File: src/rtl/div_pkg.sv
// Shared types and helpers for the sequential restoring divider.
package div_pkg;

  localparam int DEFAULT_WIDTH = 32;

  typedef enum logic [1:0] {
    IDLE = 2'd0,
    BUSY = 2'd1,
    DONE = 2'd2
  } state_t;

  // Bits needed for a down-counter that starts at width-1.
  function automatic int cnt_width(input int width);
    return (width <= 2) ? 1 : $clog2(width);
  endfunction

endpackage

File: src/rtl/div_step.sv
// One restoring-division step: shift in the next dividend bit, then subtract if it fits.
module div_step
  import div_pkg::*;
#(
  parameter int WIDTH = DEFAULT_WIDTH
) (
  input  logic [WIDTH-1:0] r,
  input  logic             q_msb,
  input  logic [WIDTH-1:0] divisor,
  output logic [WIDTH-1:0] r_next,
  output logic             q_bit
);

  logic [WIDTH:0] w_shift;
  logic [WIDTH:0] w_diff;

  // Compare/subtract at WIDTH+1 bits; a clear borrow bit means the divisor fits.
  always_comb begin
    w_shift = {r, q_msb};
    w_diff  = w_shift - {1'b0, divisor};
    q_bit   = ~w_diff[WIDTH];
    if (q_bit) begin
      r_next = w_diff[WIDTH-1:0];
    end else begin
      r_next = w_shift[WIDTH-1:0];
    end
  end

endmodule

File: src/rtl/seq_divider_chk.sv
// Protocol and arithmetic properties of seq_divider; bound in by the top.
module seq_divider_chk
  import div_pkg::*;
#(
  parameter int WIDTH = DEFAULT_WIDTH,
  parameter int CW    = cnt_width(WIDTH)
) (
  input logic             clk,
  input logic             rstn,
  input logic             in_ready,
  input logic             out_valid,
  input logic             out_ready,
  input logic             div_by_zero,
  input logic [WIDTH-1:0] quotient,
  input logic [WIDTH-1:0] remainder,
  input logic [WIDTH-1:0] divisor_l,
  input logic [WIDTH-1:0] dividend_l,
  input state_t           state,
  input logic [CW-1:0]    cnt
);

  logic [2*WIDTH-1:0] w_recon;

  // Rebuild the dividend from the result at double width.
  always_comb begin
    w_recon = {{WIDTH{1'b0}}, quotient} * {{WIDTH{1'b0}}, divisor_l}
            + {{WIDTH{1'b0}}, remainder};
  end

  a_inverse: assert property (@(posedge clk) disable iff (!rstn)
    (out_valid && !div_by_zero) |->
      ((w_recon == {{WIDTH{1'b0}}, dividend_l}) && (remainder < divisor_l)));

  a_excl: assert property (@(posedge clk) disable iff (!rstn)
    !(in_ready && out_valid));

  a_stable: assert property (@(posedge clk) disable iff (!rstn)
    (out_valid && !out_ready) |=>
      (out_valid && $stable(quotient) && $stable(remainder) && $stable(div_by_zero)));

  a_cnt_last: assert property (@(posedge clk) disable iff (!rstn)
    ((state == BUSY) && (cnt == '0)) |=> (state == DONE));

  a_cnt_range: assert property (@(posedge clk) disable iff (!rstn)
    (state == BUSY) |-> (cnt <= CW'(WIDTH - 1)));

endmodule

File: src/rtl/seq_divider.sv
// Iterative unsigned restoring divider, one quotient bit per clock, valid/ready on both sides.
module seq_divider
  import div_pkg::*;
#(
  parameter int WIDTH = DEFAULT_WIDTH
) (
  input  logic             clk,
  input  logic             rstn,
  input  logic             in_valid,
  output logic             in_ready,
  input  logic [WIDTH-1:0] dividend,
  input  logic [WIDTH-1:0] divisor,
  output logic             out_valid,
  input  logic             out_ready,
  output logic [WIDTH-1:0] quotient,
  output logic [WIDTH-1:0] remainder,
  output logic             div_by_zero
);

  localparam int CW = cnt_width(WIDTH);

  state_t           r_state;
  state_t           w_state_nxt;
  logic [CW-1:0]    r_cnt;
  logic [WIDTH-1:0] r_rem;
  logic [WIDTH-1:0] r_q;
  logic [WIDTH-1:0] r_divisor;
  logic [WIDTH-1:0] r_dividend;
  logic [WIDTH-1:0] r_quotient;
  logic [WIDTH-1:0] r_remainder;
  logic             r_dbz;
  logic             r_in_ready;
  logic             r_out_valid;
  logic [WIDTH-1:0] w_r_next;
  logic             w_q_bit;
  logic             w_accept;

  div_step #(.WIDTH(WIDTH)) u_step (
    .r       (r_rem),
    .q_msb   (r_q[WIDTH-1]),
    .divisor (r_divisor),
    .r_next  (w_r_next),
    .q_bit   (w_q_bit)
  );

  // Next-state logic; accept and retire never overlap in one cycle.
  always_comb begin
    w_accept    = in_valid && r_in_ready;
    w_state_nxt = r_state;
    case (r_state)
      IDLE: begin
        if (w_accept) begin
          w_state_nxt = (divisor == '0) ? DONE : BUSY;
        end else begin
          w_state_nxt = IDLE;
        end
      end
      BUSY: begin
        if (r_cnt == '0) begin
          w_state_nxt = DONE;
        end else begin
          w_state_nxt = BUSY;
        end
      end
      DONE: begin
        if (out_ready) begin
          w_state_nxt = IDLE;
        end else begin
          w_state_nxt = DONE;
        end
      end
      default: w_state_nxt = IDLE;
    endcase
  end

  // State register with handshake flags registered from the next state.
  always_ff @(posedge clk) begin
    if (!rstn) begin
      r_state     <= IDLE;
      r_in_ready  <= 1'b1;
      r_out_valid <= 1'b0;
    end else begin
      r_state     <= w_state_nxt;
      r_in_ready  <= (w_state_nxt == IDLE);
      r_out_valid <= (w_state_nxt == DONE);
    end
  end

  // Datapath: operand latch, restoring iterations and result registers.
  always_ff @(posedge clk) begin
    if (!rstn) begin
      r_cnt       <= '0;
      r_rem       <= '0;
      r_q         <= '0;
      r_divisor   <= '0;
      r_dividend  <= '0;
      r_quotient  <= '0;
      r_remainder <= '0;
      r_dbz       <= 1'b0;
    end else begin
      case (r_state)
        IDLE: begin
          if (w_accept) begin
            r_divisor  <= divisor;
            r_dividend <= dividend;
            r_q        <= dividend;
            r_rem      <= '0;
            r_cnt      <= CW'(WIDTH - 1);
            if (divisor == '0) begin
              r_quotient  <= '1;
              r_remainder <= dividend;
              r_dbz       <= 1'b1;
            end else begin
              r_dbz <= 1'b0;
            end
          end
        end
        BUSY: begin
          r_rem <= w_r_next;
          r_q   <= {r_q[WIDTH-2:0], w_q_bit};
          if (r_cnt == '0) begin
            r_quotient  <= {r_q[WIDTH-2:0], w_q_bit};
            r_remainder <= w_r_next;
          end else begin
            r_cnt <= r_cnt - CW'(1);
          end
        end
        default: begin
        end
      endcase
    end
  end

  assign in_ready    = r_in_ready;
  assign out_valid   = r_out_valid;
  assign quotient    = r_quotient;
  assign remainder   = r_remainder;
  assign div_by_zero = r_dbz;

  seq_divider_chk #(.WIDTH(WIDTH), .CW(CW)) u_chk (
    .clk         (clk),
    .rstn        (rstn),
    .in_ready    (r_in_ready),
    .out_valid   (r_out_valid),
    .out_ready   (out_ready),
    .div_by_zero (r_dbz),
    .quotient    (r_quotient),
    .remainder   (r_remainder),
    .divisor_l   (r_divisor),
    .dividend_l  (r_dividend),
    .state       (r_state),
    .cnt         (r_cnt)
  );

endmodule

File: config.mk
export PLATFORM = sky130hd
export DESIGN_NAME = seq_divider
export DESIGN_NICKNAME = d
export VERILOG_FILES = /design/src/rtl/div_pkg.sv /design/src/rtl/div_step.sv /design/src/rtl/seq_divider_chk.sv /design/src/rtl/seq_divider.sv
export SDC_FILE = /design/constraint.sdc
export NUM_CORES = 1
export LEC_CHECK = 0
export ABC_AREA = 1
export ABC_CLOCK_PERIOD_IN_PS = 6400
export BUFFER_PORTS_ARGS = -buffer_cell sky130_fd_sc_hd__buf_4
export CAP_MARGIN = 20
export CORE_MARGIN = 4
export CORE_UTILIZATION = 50
export CTS_CLUSTER_DIAMETER = 60
export DETAILED_ROUTE_END_ITERATION = 10
export PLACE_DENSITY = 0.7
export SYNTH_ARGS = -nofsm -noshare
export SYNTH_HDL_FRONTEND = slang
export SYNTH_SLANG_ARGS = --single-unit
File: constraint.sdc
create_clock -name clk -period 6.4 [get_ports clk]
set_input_delay 0.32 -clock clk [delete_from_list [all_inputs] [get_ports clk]]
set_output_delay 0.32 -clock clk [all_outputs]
set_load 0.1 [all_outputs]
==> results.py <==
metrics = {
    "synth": {
        "yosysSeqAreaShare_pct": 32.3,
        "synth_warnings": 0,
        "syn_avg_cell_area_um2": 6.65,
        "syn_nets": 1688,
        "synth.distinct_cells": 46,
        "syn_inst": 1585,
        "yosysMostFrequentCell": "nand2_1",
        "yosys.area.top_type": "dfxtp_1",
        "synth_area_mm2": 0.0105,
        "yosys-top-cells-count": "382 x nand2_1, 264 x inv_1, 172 x nor2_1, 170 x dfxtp_1, 95 x nand3_1",
        "async_reset_ff_share_pct": 0,
        "ys.flop_type": "dfxtp_1",
        "synth_top_area_share_pct": 32.3,
        "synth_area_leaders": "dfxtp_1 32%, nand2_1 14%, inv_1 9.4%, nor2_1 6.1%, nand3_2 5.8%",
        "ys_ff_latch": 170,
        "synth_edf_count": 0,
    },
    "pwr": {
        "swShare_pct": 48.0,
        "p_total_mw": 4.50,
        "combPwrFrac_pct": 45.4,
        "p_leak_nw": 6.30,
        "switchingPower_mw": 2.16,
        "intPower_mw": 2.34,
        "seqPwrFrac_pct": 30.5,
        "peakVddDrop_mv": 0.242,
        "power_density_mw_per_mm2": 374,
        "p_clk_share_pct": 24.1,
    },
    "critical_path": {
        "worst_path_most_repeated_cell": "inv_2",
        "critPathMaxStageDelay_ns": 0.80,
        "cp_cell_sequence": "inv_2 -> nand2_2 -> clkinv_2 -> nor2_4 -> inv_2 -> nand2_1 -> inv_2 -> nand2_4 -> inv_2 -> buf_12 -> o21ai_0 -> nor2_1",
        "cp-end-kind": "flop",
        "cp.required_ns": 6.71,
        "cp_top_family": "simple AND/OR/NAND/NOR gates",
        "critPathSlowestCell": "nor2_4",
        "path_buf_inv": 6,
        "crit_arrival_ns": 4.23,
        "start_kind": "flop",
        "crit_fanout": 63,
        "critical_path_class": "reg -> reg",
    },
    "drt": {
        "drtIter0Drc": 696,
        "drc_errors": 0,
        "routed_wl_um": 28800,
        "vias": 9924,
        "drt_first_pass_iters": 7,
        "postRouteAntennaNets": 0,
        "wl_per_cell_um": 14.8,
        "vias_per_cell": 5.08,
    },
    "sta": {
        "setup_tns_ns": 0,
        "max_freq_mhz": 255,
        "worstMarginPinSlew_ns": 0.996,
        "fin_skew_ns": 0.00778,
        "rsz0062_at_grt": "no",
        "hold_violations": 0,
        "fin_crit_sh_pct": 61.2,
        "drv_slew": 0,
        "setup_ws_ns": 2.48,
        "slew_headroom_pct": 33.6,
        "finalCriticalPeriod_ns": 3.92,
        "finalSetupViolCount": 0,
        "holdWs_ns": 0.135,
    },
    "global_route": {
        "grt_pass1_wl_um": 47900,
        "grt_max_degree": 95,
        "grt_use_total_pct": 24.7,
        "grt_pass1_vias": 9485,
        "antenna_found_initial": 0,
        "overflow": 0,
    },
    "clock_tree": {
        "path_clk_slew_ns": 0.07,
        "cts_buffers": 17,
        "cts_tree": "done",
        "clk_latency_ns": 0.43,
        "post_cts_buffers": 0,
        "cts_root_buffer": "clkbuf_16",
        "h-tree-depth": 4,
        "cts_hold_buf": 0,
        "cts_sinks": 170,
        "clockBufferDepth": 2,
        "ctsResizeCount": 0,
    },
    "finish": {
        "diodes": 0,
        "multiInputGateArea_mm2": 0.00553,
        "finalNetCount": 1775,
        "seqCellArea_mm2": 0.00340,
        "fillers": 2013,
        "drive_gt1_share_pct": 16.8,
        "area_growth_pct": 14.0,
    },
    "floorplan": {
        "die_h_um": 153,
        "start_util_pct": 51.4,
        "io_pins": 135,
        "die_w_um": 153,
        "num_rows": 52,
        "core_area_mm2": 0.0205,
        "dieArea_mm2": 0.0235,
    },
    "placement": {
        "gp_congestion": 0.945,
        "pre_cts_ws_ns": 2.15,
        "dp_hpwl_um": 21300,
        "port_buffers": 134,
    },
    "flow_run": {
        "max_cap_violations": 0,
    },
    "hold_path": {
        "hold_path_class": "in -> reg",
    },
    "outcome": {
        "status": "completed",
    },
}
## layout by cell type, fill, tap and decap left out, types with 34 or more instances in the layout
cell type	instances
nand2_1	382
inv_1	264
nor2_1	172
dfxtp_1	170
buf_4	139
nand3_1	95
a21oi_1	81
o21ai_0	68
nand3_2	61
nor3_1	42
ha_1	34
## power by group through the flow
stage          Combinational, mW  Sequential (mW)  Clock (mW)
3_5_place_dp                2.03             1.39           0
2_1_floorplan               1.08             1.93           0
5_1_grt                     2.24             1.40        1.14
3_3_place_gp                2.01             1.39           0
6_report                    2.04             1.37        1.08
4_1_cts                     2.04             1.37        1.10
## layer usage
metal  part of all wire (%)  vias up  GRT usage, %
met5                      0        -             0
met1                     45     4426          32.5
met2                     46      279          41.0
li1                       -     5160             -
met4                    3.6        0          9.59
met3                    5.5       59          3.73
## per-stage QoR
stage	std cells	utilization [%]	cell area (um2)
floorplan	1585	-	10500
global placement	1922	55.5	11400
detailed placement	1922	55.5	11400
CTS	1954	58.5	12000
global route	1955	58.6	12000
finish	1955	58.6	12000
## path summary, 6_finish.rpt
check | from | end | slack [ns] | cells after the start
setup / recovery | r_state[1] | quotient[31] | 2.48 | 12
hold / removal | divisor[0] | r_divisor[0] | 0.13 | 3
setup reg to reg | r_state[1] | quotient[31] | 2.48 | 12
hold reg to reg | r_divisor[26] | r_divisor[26] | 0.46 | 2
## final cells by class
class / count / area share (%)
inverter: 284 / 8.89
multi-input combinational: 1059 / 46.0
clock inverter: 14 / 1.52
tap: 270 / 2.81
clock buffer: 18 / 3.57
timing repair buffer: 140 / 8.85
sequential: 170 / 28.3
## state kept, by name (all words and copies together), names as in the netlist, 2 cells and up
register / cells
r_q: 32
remainder: 32
r_cnt: 5
r_state: 2
r_rem: 32
quotient: 32
r_divisor: 32
## logic make-up (layout without fill, tap and decap cells)
family,count (synthesis),in the layout,synth area share [%]
and+or+nand+nor,800,800,35.9
buffers and inverters,356,456,15.2
AOI/OAI and AO/OA,208,208,11.1
DFF,170,170,32.3
adders and majority gates,35,35,4.23
xor gates and xnor gates,16,16,1.33
## worst reg2reg max path, stage by stage (launching register included)
cell and delay [ns]:
dfxtp_1 0.35, inv_2 0.05, nand2_2 0.07, clkinv_2 0.28, nor2_4 0.80, inv_2 0.53, nand2_1 0.22, inv_2 0.06
nand2_4 0.49, inv_2 0.40, buf_12 0.29, o21ai_0 0.23, nor2_1 0.05
Note: power is estimated with default switching activity, not from simulation.
